**src/rtl/mips_mem_pkg.sv**
```systemverilog
// Types, constants and helpers shared by the MIPS instruction and data memories.
package mips_mem_pkg;

    typedef enum logic [1:0] {
        ST_LOAD = 2'd0,
        ST_RUN  = 2'd1,
        ST_HALT = 2'd2
    } state_t;

    localparam logic [31:0] NOP_WORD  = 32'h0;
    localparam int          NOP_CNT_W = 4;

    // Byte b0 sits at the lowest address, so it becomes the most significant byte.
    function automatic logic [31:0] be_pack(input logic [7:0] b0,
                                            input logic [7:0] b1,
                                            input logic [7:0] b2,
                                            input logic [7:0] b3);
        return {b0, b1, b2, b3};
    endfunction

endpackage

```
**src/rtl/nop_run_detector.sv**
```systemverilog
// Counts consecutive all-zero fetched words and flags the fetch that completes the run.
module nop_run_detector
    import mips_mem_pkg::*;
#(
    parameter int NOP_RUN = 4
) (
    input  logic clk,
    input  logic reset,
    input  logic valid,
    input  logic word_is_zero,
    output logic halt_hit
);

    localparam logic [NOP_CNT_W-1:0] LP_TARGET = NOP_CNT_W'(NOP_RUN);

    logic [NOP_CNT_W-1:0] r_nop_cnt;
    logic [NOP_CNT_W-1:0] w_cnt_inc;

    assign w_cnt_inc = r_nop_cnt + NOP_CNT_W'(1);
    assign halt_hit  = valid && word_is_zero && (w_cnt_inc == LP_TARGET);

    always_ff @(posedge clk or negedge reset) begin
        if (!reset) begin
            r_nop_cnt <= '0;
        end else if (valid) begin
            r_nop_cnt <= word_is_zero ? w_cnt_inc : '0;
        end
    end

endmodule

```
**src/rtl/instr_mem_loader.sv**
```systemverilog
// Byte-addressed instruction store: word loads in LOAD, big-endian registered fetches in RUN.
// Optional simulation trace of every delivered fetch is enabled with INSTR_TRACE_EN.
module instr_mem_loader
    import mips_mem_pkg::*;
#(
    parameter int ADDR_W  = 8,
    parameter int NOP_RUN = 4,
    parameter int CNT_W   = 16
) (
    input  logic              clk,
    input  logic              reset,
    input  logic              load_en,
    input  logic [ADDR_W-1:0] load_addr,
    input  logic [31:0]       load_data,
    input  logic              run_start,
    input  logic              fetch_req,
    input  logic [ADDR_W-1:0] fetch_pc,
    output logic              fetch_valid,
    output logic [31:0]       fetch_instr,
    output logic              running,
    output logic              halted,
    output logic              align_err,
    output logic              load_err,
    output logic [CNT_W-1:0]  instr_count
);

    localparam int DEPTH = 1 << ADDR_W;

    logic [7:0]        r_mem [DEPTH];
    state_t            r_state;
    state_t            w_next_state;
    logic              r_fetch_valid;
    logic [31:0]       r_fetch_instr;
    logic              r_align_err;
    logic              r_load_err;
    logic [CNT_W-1:0]  r_instr_count;

    logic              w_in_load;
    logic              w_load_ok;
    logic              w_load_misalign;
    logic              w_load_illegal;
    logic              w_fetch_acc;
    logic              w_fetch_aligned;
    logic              w_fetch_misalign;
    logic [31:0]       w_fetch_word;
    logic              w_halt_hit;

    assign w_in_load        = (r_state == ST_LOAD);
    assign w_load_ok        = w_in_load && load_en && (load_addr[1:0] == 2'b00);
    assign w_load_misalign  = w_in_load && load_en && (load_addr[1:0] != 2'b00);
    assign w_load_illegal   = !w_in_load && load_en;
    assign w_fetch_acc      = (r_state == ST_RUN) && fetch_req;
    assign w_fetch_aligned  = w_fetch_acc && (fetch_pc[1:0] == 2'b00);
    assign w_fetch_misalign = w_fetch_acc && (fetch_pc[1:0] != 2'b00);

    // Aligned words never cross the top of memory, so the low two bits can simply be replaced.
    assign w_fetch_word = be_pack(r_mem[{fetch_pc[ADDR_W-1:2], 2'b00}],
                                  r_mem[{fetch_pc[ADDR_W-1:2], 2'b01}],
                                  r_mem[{fetch_pc[ADDR_W-1:2], 2'b10}],
                                  r_mem[{fetch_pc[ADDR_W-1:2], 2'b11}]);

    nop_run_detector #(
        .NOP_RUN (NOP_RUN)
    ) u_nop_run_detector (
        .clk          (clk),
        .reset        (reset),
        .valid        (w_fetch_aligned),
        .word_is_zero (w_fetch_word == NOP_WORD),
        .halt_hit     (w_halt_hit)
    );

    // The memory has no reset so a program image survives a reset mid-RUN.
    always_ff @(posedge clk) begin
        if (w_load_ok) begin
            r_mem[{load_addr[ADDR_W-1:2], 2'b00}] <= load_data[31:24];
            r_mem[{load_addr[ADDR_W-1:2], 2'b01}] <= load_data[23:16];
            r_mem[{load_addr[ADDR_W-1:2], 2'b10}] <= load_data[15:8];
            r_mem[{load_addr[ADDR_W-1:2], 2'b11}] <= load_data[7:0];
        end
    end

    always_ff @(posedge clk or negedge reset) begin
        if (!reset) begin
            r_state <= ST_LOAD;
        end else begin
            r_state <= w_next_state;
        end
    end

    always_comb begin
        w_next_state = r_state;
        case (r_state)
            ST_LOAD: if (run_start)  w_next_state = ST_RUN;
            ST_RUN:  if (w_halt_hit) w_next_state = ST_HALT;
            ST_HALT: w_next_state = ST_HALT;
            default: w_next_state = ST_LOAD;
        endcase
    end

    always_ff @(posedge clk or negedge reset) begin
        if (!reset) begin
            r_fetch_valid <= 1'b0;
            r_fetch_instr <= '0;
            r_align_err   <= 1'b0;
            r_load_err    <= 1'b0;
            r_instr_count <= '0;
        end else begin
            r_fetch_valid <= w_fetch_acc;
            if (w_fetch_acc) begin
                r_fetch_instr <= w_fetch_aligned ? w_fetch_word : NOP_WORD;
            end
            r_align_err <= r_align_err | w_load_misalign | w_fetch_misalign;
            r_load_err  <= r_load_err | w_load_illegal;
            if (w_fetch_aligned && (r_instr_count != '1)) begin
                r_instr_count <= r_instr_count + CNT_W'(1);
            end
        end
    end

    assign fetch_valid = r_fetch_valid;
    assign fetch_instr = r_fetch_instr;
    assign running     = (r_state == ST_RUN);
    assign halted      = (r_state == ST_HALT);
    assign align_err   = r_align_err;
    assign load_err    = r_load_err;
    assign instr_count = r_instr_count;

`ifdef INSTR_TRACE_EN
    logic [ADDR_W-1:0] r_trace_pc;
    logic              r_trace_halted;

    always_ff @(posedge clk or negedge reset) begin
        if (!reset) begin
            r_trace_pc     <= '0;
            r_trace_halted <= 1'b0;
        end else begin
            if (w_fetch_acc) begin
                r_trace_pc <= fetch_pc;
            end
            r_trace_halted <= halted;
        end
    end

    always @(posedge clk) begin
        if (r_fetch_valid) begin
            $display("%0t fetch pc=%h instr=%h count=%0d", $time, r_trace_pc, r_fetch_instr, r_instr_count);
        end
        if (halted && !r_trace_halted) begin
            $display("%0t HALT", $time);
        end
    end
`else
`endif

endmodule

```
**config.mk**
```make
export PLATFORM = sky130hd
export DESIGN_NAME = instr_mem_loader
export DESIGN_NICKNAME = d
export VERILOG_FILES = /design/src/rtl/mips_mem_pkg.sv /design/src/rtl/nop_run_detector.sv /design/src/rtl/instr_mem_loader.sv
export SDC_FILE = /design/constraint.sdc
export NUM_CORES = 2
export LEC_CHECK = 0
export CORE_MARGIN = 2
export CORE_UTILIZATION = 45
export DETAILED_ROUTE_END_ITERATION = 8
export PLACE_DENSITY_LB_ADDON = 0.3
export SYNTH_ARGS = -nofsm -noshare
export SYNTH_HDL_FRONTEND = slang
export SYNTH_SLANG_ARGS = --single-unit
```
**constraint.sdc**
```tcl
create_clock -name clk -period 10.1 [get_ports clk]
set_input_delay 2.02 -clock clk [delete_from_list [all_inputs] [get_ports clk]]
set_output_delay 2.02 -clock clk [all_outputs]
set_load 0.01 [all_outputs]
```
After elaboration in Yosys (flattened, before gate mapping)
Memory sizes are Yosys's and may differ from the RTL's.
Index checks and enable logic that the tools add are counted.
- reductions and logical operators: 18
- $add $sub $neg: 2
- muxes and demuxes: 7
- bitwise operators: 3
- equality and inequality tests: 6
- operators by type and width (cell ; count):
    32-bit logical NOT ; 1
    32-bit 2-to-1 mux ; 1
    16-bit by 1-bit adder with 16-bit output (second input constant) ; 1
    16-bit inequality test (second input constant) ; 1
    1-bit logical AND ; 10
    2-bit logical NOT ; 3
    2-bit case mux with 3 select lines ; 1
    4-bit by 1-bit adder with 4-bit output (second input constant) ; 1
    4-bit by 3-bit == test with 1-bit output (second input constant) ; 1
    2-bit 2-to-1 mux ; 2
    4-bit 2-to-1 mux ; 1
    2-bit nonzero test ; 2
    1-bit OR ; 3
    2-bit by 1-bit == test with 1-bit output (second input constant) ; 1
    2-bit == test (second input constant) ; 1
    1-bit 2-to-1 mux ; 2
    2-bit by 1-bit inequality test with 1-bit output (second input constant) ; 1
    2-bit inequality test (second input constant) ; 1
    2-bit AND reduction ; 1
    1-bit logical NOT ; 1
- output and inout bits: 53
- register bits: 57
- memories kept: 1
- bits of input ports: 53
- memory bits (writable): 2048
- word-level logic and storage cells: 44
- memory list (memory ; depth ; width ; read ports ; clocked after Yosys merged registers in ; wr ports ; RTL line ; RTL):
    r_mem ; 256 ; 8 ; 4 ; 0 ; 4 ; instr_mem_loader.sv:29 ; logic [7:0] r_mem [DEPTH];

Longest topological paths before layout
- word-level depth: 7
- gate-level depth with buffers: 17
- gate-level depth less buffers: 11

Hierarchy
From an unflattened synthesis, not the netlist that was laid out.
- cells, all modules: 3699
- area total of the unflattened synthesis: 80758.7 sq um
- modules (own cells, without submodules) (module ; cells each ; instances ; sequential area each (sq um) ; area an instance (sq um)):
    instr_mem_loader ; 3680 ; 1 ; 62825.3 ; 80557.3
    nop_run_detector ; 19 ; 1 ; 100.1 ; 201.4

Worst setup path after synthesis
No wires, ideal clock.
- path type: input -> register
- start point: input fetch_pc[4]
- end point: register r_state[1]
- required time: 9975 ps
- arrival time: 5382 ps
- buffers on the path: 6
- setup slack: 4593 ps
- setup time: 125 ps
- stages: 15
- cell sequence: buf_2 > buf_4 > buf_6 > buf_2 > buf_1 > clkbuf_1 > mux4_2 > a22oi_1 > a21oi_1 > nor4_1 > o2111ai_1 > nor4_1 > nand4_1 > o32a_1 > mux2_4
- cells in the longest elaborated chain, start to end: 6
- RTL lines (item ; RTL line ; RTL):
    start, declared ; instr_mem_loader.sv:17 ; input logic [ADDR_W-1:0] fetch_pc,
    memory read 256 x 8 bit ; -- ;
    32-bit logical NOT ; instr_mem_loader.sv:68 ; .word_is_zero (w_fetch_word == NOP_WORD),
    1-bit logical AND (2 in series) ; nop_run_detector.sv:20 ; assign halt_hit = valid && word_is_zero && (w_cnt_inc == LP_TARGET);
    2-bit by 1-bit inequality test with 1-bit output (no source line) ; -- ;
    2-bit AND reduction (no source line) ; -- ;
    end signal, assigned ; instr_mem_loader.sv:86 ; r_state <= w_next_state;
    end, declared ; instr_mem_loader.sv:30 ; state_t r_state;
Every way passes these cells.
A chain may end at the register's enable or synchronous reset.

Worst setup path after layout
Ends and elaborated chain as after synthesis.

==> out/qor.yml <==
pwr:
  p_per_area_mw_per_mm2: 201
  seq_power_share_pct: 52.5
  p_switching_mw: 4.05
  switching_share_pct: 21.8
  clock_power_share_pct: 41.3
  p_leak_nw: 29.6
  vdd_drop_max_uv: 189
  comb_power_share_pct: 6.2
  p_int_mw: 14.5
detailed_routing:
  via_per_inst: 6.36
  wl_per_cell_um: 35.1
  via_count: 42200
  drt_iter0_drc: 6644
  dr.pass1.iters: 8
  finalWirelength_um: 233000
  drc: 0
  drtAntennaViolNets: 0
yosys:
  yosys.area.top_type_share_pct: 75.3
  synth.largest_area_cell: "edfxtp_1"
  syn_avg_cell_area_um2: 21.2
  ys.flop_type: "edfxtp_1"
  netlist_area_mm2: 0.0816
  synthArstFlopShare_pct: 2.71
  synth_cell_types: 85
  ys.warnings.count: 0
  syn_inst: 3847
  ys_ff_latch: 2105
  yosysSeqAreaShare_pct: 77.1
  synthTopCellsByArea: "edfxtp_1 (75%), mux4_2 (10%), mux2i_1 (3.7%)"
  synth_enable_flop_cells: 2048
  syn_nets: 3905
worst_setup_path:
  criticalPathCategory: "input pin to flip-flop"
  crit_path_max_incr_delay_ns: 0.62
  rrSetupSlack_ns: 5.81
  endpoint_kind: "flip-flop"
  start_kind: "input pin"
  cp-startpoint: "fetch_pc[4]"
  cp_max_fo: 127
  cp-endpoint: "r_state[1]"
  cp_top_family: "compound AO/OA/AOI/OAI gates"
  cp.buffers_inverters: 2
  cp.arrival_ns: 7.09
  r2r_end: "r_state[1]"
  reg2reg_depth: 9
  required_ns: 10.82
  path_cells: "buf_8 -> buf_12 -> mux4_1 -> mux2i_1 -> a221o_1 -> o21ai_0 -> o221a_1 -> or4b_1 -> or4_1 -> o32a_1 -> mux2_4"
  reg2reg_from: "r_mem[35][11]"
  cp_num_cells: 11
  cpMaxStageDelayCell: "or4_1"
global_routing:
  grt_pass1_vias: 41000
  track_usage_pct: 25.1
  antenna_found_initial: 14
  grt_overflow: 0
  grt_max_degree: 128
  grt_pass1_wl_um: 325000
sta:
  worst_slew_pin_slew_ns: 1.47
  fin_ws_ns: 3.73
  maxSlewViolCount: 0
  setup-tns-final_ns: 0
  rsz0062_at_grt: "false"
  setup_violations: 0
  fmax_ghz: 0.157
  finalHoldViolCount: 0
  fin_crit_sh_pct: 63.1
  relSlewSlack_pct: 1.63
  fin_skew_ns: 0.0250
  finalCriticalPeriod_ns: 6.37
floorplanning:
  die_area_mm2: 0.185
  core-area_mm2: 0.181
  die_w_um: 430
  row_count: 156
  start_util_pct: 45.2
  die_height_um: 430
  io_pins: 106
clocking:
  cts_root_buf: "clkbuf_16"
  clk_path_buf_depth: 3
  cts_tree: "yes"
  numCtsBuffers: 207
  cts_setup_buffers: 0
  htree_levels: 4
  hold_buffers: 0
  cts_sinks: 2105
  cts_resized: 0
  insertion_delay_ns: 0.83
  clk_pin_slew_ns: 0.07
finish:
  nets: 4150
  layout.cells.non_filler: 6642
  mostFrequentLayoutCells: "edfxtp_1 (2048), mux4_2 (376), mux2i_1 (303)"
  fill_cells: 14100
  area_growth_pct: 13.1
  layout-drive-gt1-share_pct: 22.4
  fin_util_pct: 51.2
  final_common_cell: "edfxtp_1"
place:
  dp_hpwl_um: 126000
  gp_congestion: 0.900
  dp_slack_ns: 2.84
  placed_cells: 6253
  port-buffer-count: 105
flow_run:
  cap_violations: 1
status:
  outcome: "complete, but fails checks"
  violations: "max-capacitance violations"
worst_hold_path:
  hold_path.class: "flip-flop to flip-flop"
==> synth_stat cells (14+ instances only) <==
cell type and count:
dfrtp_1 57, a21oi_1 52, o221ai_1 15, nand3_1 38, xnor2_1 14, a221oi_1 17, buf_6 48, mux4_1 17
buf_4 30, mux4_2 376, nand2_1 96, nor2_1 113, mux2i_1 303, a22oi_1 110, clkbuf_1 51, mux2_2 26
nor3_1 25, o22ai_1 46, buf_2 54, a22o_1 25, nor2b_1 24, edfxtp_1 2048, o21ai_0 35, a211oi_1 22
==> worst min-delay path by stage <==
stage                                          from                               to  cells past startpoint
floorplan           u_nop_run_detector.r_nop_cnt[0]  u_nop_run_detector.r_nop_cnt[0]                      1
global placement                           load_err                         load_err                      1
detailed placement                         load_err                         load_err                      1
CTS                                        load_err                         load_err                      1
global route                               load_err                         load_err                      1
finish                                     load_err                         load_err                      1
==> sequential cells by signal (all words and copies together) (netlist names) <==
name	count
load_err	1
align_err	1
r_mem	2048
r_state	2
fetch_valid	1
u_nop_run_detector.r_nop_cnt	4
fetch_instr	32
instr_count	16
==> worst register-to-register path, cell delays in order, from the launching register on <==
cell	delay [ns]
edfxtp_1	0.35
mux4_1	0.51
mux2i_1	0.49
a221o_1	0.28
o21ai_0	0.34
o221a_1	0.38
or4b_1	0.55
or4_1	0.62
o32a_1	0.39
mux2_4	0.30
==> power by group through the flow <==
stage | Combinational [mW] | Sequential [mW] | Clock (mW)
detailed placement | 1.15 | 9.92 | 0
global placement | 1.13 | 9.92 | 0
global route | 1.21 | 9.73 | 8.10
CTS | 1.15 | 9.74 | 7.75
floorplan | 0.561 | 9.90 | 0
finish | 1.15 | 9.74 | 7.66
==> routing by layer <==
layer	GRT usage, %	share of wire [%]	wire length (um)	vias up
li1	-	-	-	16700
met1	35.4	39	90700	22600
met2	39.3	47	110000	2557
met3	4.83	10	24400	411
met4	8.83	3.6	8370	8
met5	0	0.021	50	-
==> logic make-up (layout without fill, tap and decap cells) <==
family | count (synthesis) | in the layout | synth area share, %
other cells | 0 | 4 | 0
mux | 723 | 723 | 15.0
buf+inv | 215 | 636 | 1.86
fa+ha+maj | 5 | 5 | 0.0766
flops | 2105 | 2105 | 77.1
compound gates | 389 | 389 | 3.42
xor+xnor | 16 | 16 | 0.172
simple gates | 394 | 394 | 2.38
==> cell type report <==
type,instances,area (um^2),share of cell area [%]
sequential,2105,62900,68.1
clock inverter,139,1330,1.44
clock buffer,246,5410,5.86
timing repair buffer,241,1990,2.15
inverter,10,40.0,0.0434
multi-input combinational,1527,17700,19.2
antenna,4,10.0,0.0108
tap,2370,2970,3.21
==> per-stage QoR <==
stage	power, mW	hold slack, ns	cell area, um^2
after floorplan	10.5	0.483	81600
after global placement	11.1	0.439	85600
after detailed placement	11.1	0.447	85600
after CTS	18.6	0.461	92300
after global routing	19.0	0.492	92400
final	18.6	0.464	92400
Power figures use the tool's default switching activity.
